<file path="src/rtl/oam_dma_master_pkg.sv">
// Shared constants and state encoding for the OAM DMA engine.
// Addresses mirror the DMG memory map: OAM at 0xFE00, DMA trigger register at 0xFF46.
package oam_dma_master_pkg;

    localparam logic [15:0] OAM_LOC      = 16'hFE00;
    localparam int unsigned OAM_SIZE     = 160;
    localparam logic [15:0] DMA_REG_ADDR = 16'hFF46;

    typedef enum logic [2:0] {
        DMA_IDLE,
        DMA_REQ,
        DMA_READ,
        DMA_LATCH,
        DMA_WRITE
    } dma_state_t;

endpackage

</file>
<file path="src/rtl/oam_dma_master.sv">
// OAM DMA engine: on a write to the DMA register, copies XFER_LEN bytes from a source page
// into OAM as one read then one write per byte, mastering the shared bus via req/gnt.
module oam_dma_master
    import oam_dma_master_pkg::*;
#(
    parameter int unsigned          ADDR_SIZE = 16,
    parameter int unsigned          DATA_SIZE = 8,
    parameter int unsigned          XFER_LEN  = OAM_SIZE,
    parameter logic [ADDR_SIZE-1:0] DST_BASE  = OAM_LOC,
    parameter logic [ADDR_SIZE-1:0] REG_ADDR  = DMA_REG_ADDR
) (
    input  logic                 clk,
    input  logic                 reset,
    input  logic [ADDR_SIZE-1:0] reg_addr,
    input  logic                 reg_wr,
    input  logic                 reg_rd,
    input  logic [DATA_SIZE-1:0] reg_wdata,
    output logic [DATA_SIZE-1:0] reg_rdata,
    output logic                 bus_req,
    input  logic                 bus_gnt,
    output logic [ADDR_SIZE-1:0] bus_addr,
    output logic                 bus_rd,
    output logic                 bus_wr,
    output logic [DATA_SIZE-1:0] bus_wdata,
    input  logic [DATA_SIZE-1:0] bus_rdata,
    output logic                 busy
);

    localparam logic [7:0]           LAST_IDX    = 8'(XFER_LEN - 1);
    localparam logic [DATA_SIZE-1:0] ECHO_START  = DATA_SIZE'(8'hE0);
    localparam logic [DATA_SIZE-1:0] ECHO_OFFSET = DATA_SIZE'(8'h20);

    dma_state_t           state_q, state_d;
    logic [7:0]           idx_q, idx_d;
    logic [DATA_SIZE-1:0] src_q, src_d;
    logic [DATA_SIZE-1:0] byte_q, byte_d;
    logic [DATA_SIZE-1:0] page;
    logic [ADDR_SIZE-1:0] rd_addr, wr_addr;
    logic                 trigger;

    assign trigger = reg_wr && (reg_addr == REG_ADDR);

    // Pages 0xE0 and up are the echo-RAM mirror of work RAM.
    assign page    = (src_q >= ECHO_START) ? src_q - ECHO_OFFSET : src_q;
    assign rd_addr = ADDR_SIZE'({page, 8'h00}) + ADDR_SIZE'(idx_q);
    assign wr_addr = DST_BASE + ADDR_SIZE'(idx_q);

    assign busy    = (state_q != DMA_IDLE);
    assign bus_req = busy;

    always_comb begin
        state_d   = state_q;
        idx_d     = idx_q;
        src_d     = src_q;
        byte_d    = byte_q;
        bus_rd    = 1'b0;
        bus_wr    = 1'b0;
        bus_addr  = '0;
        bus_wdata = '0;

        // Without a grant every active state holds, so strobes reissue when gnt returns.
        unique case (state_q)
            DMA_IDLE: ;
            DMA_REQ: begin
                if (bus_gnt) state_d = DMA_READ;
            end
            DMA_READ: begin
                if (bus_gnt) begin
                    bus_rd   = 1'b1;
                    bus_addr = rd_addr;
                    state_d  = DMA_LATCH;
                end
            end
            DMA_LATCH: begin
                if (bus_gnt) begin
                    byte_d  = bus_rdata;
                    state_d = DMA_WRITE;
                end
            end
            DMA_WRITE: begin
                if (bus_gnt) begin
                    bus_wr    = 1'b1;
                    bus_addr  = wr_addr;
                    bus_wdata = byte_q;
                    if (idx_q == LAST_IDX) begin
                        idx_d   = '0;
                        state_d = DMA_IDLE;
                    end else begin
                        idx_d   = idx_q + 8'd1;
                        state_d = DMA_READ;
                    end
                end
            end
            default: state_d = DMA_IDLE;
        endcase

        // A trigger restarts from byte 0; a write strobed this cycle still lands.
        if (trigger) begin
            src_d   = reg_wdata;
            idx_d   = '0;
            state_d = DMA_REQ;
        end
    end

    always_ff @(posedge clk) begin
        if (reset) begin
            state_q   <= DMA_IDLE;
            idx_q     <= '0;
            src_q     <= '0;
            byte_q    <= '0;
            reg_rdata <= '0;
        end else begin
            state_q <= state_d;
            idx_q   <= idx_d;
            src_q   <= src_d;
            byte_q  <= byte_d;
            if (reg_rd && (reg_addr == REG_ADDR)) reg_rdata <= src_q;
        end
    end

endmodule

</file>
<file path="config.mk">
export PLATFORM = sky130hd
export DESIGN_NAME = oam_dma_master
export DESIGN_NICKNAME = d
export VERILOG_FILES = /design/src/rtl/oam_dma_master_pkg.sv /design/src/rtl/oam_dma_master.sv
export SDC_FILE = /design/constraint.sdc
export NUM_CORES = 1
export LEC_CHECK = 0
export CAP_MARGIN = 15
export CORE_MARGIN = 2
export CORE_UTILIZATION = 25
export DETAILED_ROUTE_END_ITERATION = 12
export PLACE_DENSITY = 0.61
export SLEW_MARGIN = 15
export SYNTH_ARGS = -nofsm -noshare
export SYNTH_HDL_FRONTEND = slang
export SYNTH_SLANG_ARGS = --single-unit
</file>
<file path="constraint.sdc">
create_clock -name clk -period 1.8 [get_ports clk]
set_input_delay 0.18 -clock clk [delete_from_list [all_inputs] [get_ports clk]]
set_output_delay 0.18 -clock clk [all_outputs]
set_load 0.03 [all_outputs]
</file>
==> summary.md <==
| Metric | Value |
|---|---|
| Power Total | `1.43 mW` |
| Max Fclk | `0.589 GHz` |
| Critical R2R Launch | `state_q[0]$_SDFFE_PP0P_` |
| First-pass GRT wire length | `7.46 mm` |
| I/O Buffers | `72` |
| Worst-Margin Slew | `0.310 ns` |
| Highest Signal Layer | `met4` |
| Crit Path Class | `flip-flop to output pin` |
| Final Hold Viols | `0` |
| Post-Synthesis Cells | `205` |
| Unique cell type count in the Yosys netlist | `36` |
| CP Capture Type | `output pin` |
| P_leak | `1.15 nW` |
| Antenna viol nets, final | `0` |
| Residual DRC | `0` |
| Register area | `702 sq um` |
| Multi-input gate area | `978 sq um` |
| Power density cells | `532 mW/mm^2` |
| DP HPWL | `3.39 mm` |
| Post-synth top cells | `dfxtp_1, nand2_1, and2_1` |
| Worst rel slew slack | `0.792` |
| Slew Viols, Final | `0` |
| Via-per-instance ratio | `4.28` |
| Nets | `323` |
| Num CTS Buffers | `5` |
| Sequential area share after synthesis | `0.400` |
| Post-Route Skew | `0.00441 ns` |
| RSZ-0062 raised after global routing | `no` |
| Final Setup Violations | `0` |
| IR Drop Worst-Case VDD | `0.000225 V` |
| Metal3 WL | `282 um` |
| Post-place setup slack | `-0.280 ns` |
| Vias | `1632` |
| CP Data Required Time | `1.62 ns` |
| Status | `completed` |
| HP Class | `input port to flip-flop` |
| Die height | `87.7 um` |
| Main combinational cell family by area after synthesis | `simple AND/OR/NAND/NOR gates` |
| Mapped Nets | `244` |
| Final cycle utilization of the critical path | `0.943` |
| M1 WL | `2.17 mm` |
| Startpoint types | `flip-flop` |
| Synth Area in Simple Gates | `0.367` |
| Worst-path maximum fanout | `17` |
| I/O Pins | `73` |
| Dpl cell area | `0.00259 sq mm` |
| Top-area cell type share of the netlist area | `0.400` |
| Final GP Congestion | `0.771` |
| Max-cap viol count | `0` |
| CTS sink count | `35` |
| Fillers | `683` |
| Clock Pin Slew Worst Setup and Hold Paths | `0.07 ns` |
| CTS tree | `yes` |
| Vias in the first global route | `1575` |
| Final setup margin | `0.102 ns` |
| Yosys reg bits | `35` |
| Core area | `0.00679 sq mm` |
| Final Cell Area | `0.00269 sq mm` |
| HP Start | `bus_gnt` |
| Final min period | `1.70 ns` |
| Initial antenna violation count | `0` |
| Post-synth EDFFs | `0` |
| Cell with the most instances after synthesis | `dfxtp_1` |
| Clk root buf | `clkbuf_8` |
| Cell Rows | `30` |
| Post-Synth Adder-Cell Area | `0.0143` |
| Wire per inst | `11.7 um` |
| Compound-Gate Fraction of Synth Area | `0.0751` |
| Share of cells above drive strength 1 | `0.186` |
| Die width | `87.7 um` |
| Dominant cell type by area after synthesis | `dfxtp_1` |
| Maximum number of pins on one net before global-route repair | `25` |
| Area contributors post-synth | `dfxtp_1, nand2_1, and2_1` |
| Routed Wire Length | `4.46 mm` |
| Initial Utilization | `0.258` |
| Final core occ | `0.397` |
| Hold buffer count at CTS | `0` |
| Post-synthesis mux area share | `0.0515` |
| # diodes | `0` |
| CTS Buffer Depth | `2` |
| DRT Pass-1 Iters | `4` |
| GR Overflow Total | `0` |
| Critical path launch point | `state_q[0]$_SDFFE_PP0P_` |
| Yosys Warn Count | `0` |
| Fin Hold WS | `0.360 ns` |
| Met2 WL post-DR | `1.98 mm` |
| XOR/XNOR share of the synthesized area | `0.0450` |
| Synth async-reset ratio | `0` |
| H-tree depth | `2` |
| Worst-Skew Late Latency | `0.28 ns` |
| GRT Total Usage | `0.124` |
| Synth Cell Area | `0.00175 sq mm` |
| DIE AREA | `0.00769 sq mm` |
| Post-Syn Area per Cell | `8.54 sq um` |
| Layout area overhead | `53.9%` |
| Worst EP arrival | `1.52 ns` |
| Starting DRT DRC Count | `71` |
| Primary FF master, synth | `dfxtp_1` |
cells by family (layout without fill, tap and decap cells):
group | after synthesis | count (layout)
mux | 9 | 9
simple gates | 110 | 110
buf+inv | 17 | 97
flops | 35 | 35
fa+ha+maj | 2 | 2
compound gates | 23 | 23
xor+xnor | 9 | 9
worst paths after layout:
path,cells past startpoint,to,slack [ns]
min reg2reg,2,byte_q[6]$_SDFFE_PP0P_,0.45
min,3,state_q[2]$_SDFFE_PP0P_,0.36
max reg2reg,7,idx_q[0]$_SDFFE_PP0P_,0.31
max,6,bus_wdata[6],0.10
cell usage in the layout (no fill, tap or decap), types with 2 or more instances in the layout:
cell type / instances
clkdlybuf4s50_1: 43
dfxtp_1: 34
buf_4: 34
nand2_1: 31
and2_1: 16
nand2b_1: 16
a21oi_1: 9
mux2i_1: 9
nand3_1: 8
nand4b_1: 8
o21ai_0: 8
xor2_1: 6
nand4_1: 5
nor3_1: 5
nor2_1: 5
clkbuf_8: 5
inv_1: 3
xnor2_1: 3
nor3b_1: 3
and2_4: 3
dlymetal6s2s_1: 3
buf_6: 3
nand4bb_1: 2
a22oi_1: 2
ha_1: 2
clkbuf_1: 2
buf_12: 2
flip-flops by register name (all words and copies together) (netlist names):
signal / cells
state_q: 3
byte_q: 8
idx_q: 8
reg_rdata: 8
src_q: 8
routing by layer:
metal / vias to the layer above / track usage
met1: 717 / 0.166
met4: 0 / 0.0336
met3: 2 / 0.0368
met5: - / 0
li1: 863 / -
met2: 50 / 0.195
final cells by class:
class,instances,area share
Multi-Input combinational cell,153,0.363
Timing Repair Buffer,85,0.296
Sequential cell,35,0.261
Tap cell,96,0.0446
Clock buffer,7,0.0283
Inverter,4,0.00557
Clock inverter,1,0.00186
worst max-delay path, stage by stage (launching register included):
cell	delay, ns
dfxtp_1	0.33
buf_4	0.16
nand4bb_1	0.16
clkinv_1	0.11
buf_12	0.16
and2_1	0.16
buf_4	0.16
metrics by stage:
step	TNS, ns	cells
after detailed placement	-6.40	373
after global placement	-5.48	373
after CTS	0	381
after floorplan	0	205
after global routing	0	381
final	0	381
what timing repair did:
action	in CTS	in global routing
setup buffers	0	0
resized for setup	0	10
setup endpoints to repair	0	24
where the power goes:
part	internal (mW)	total (mW)	leakage (nW)	switching (mW)
clock network	0.272	0.543	0.0422	0.271
logic	0.0840	0.116	0.821	0.0323
registers	0.774	0.774	0.282	0.00000124
Power figures use the tool's default switching activity.
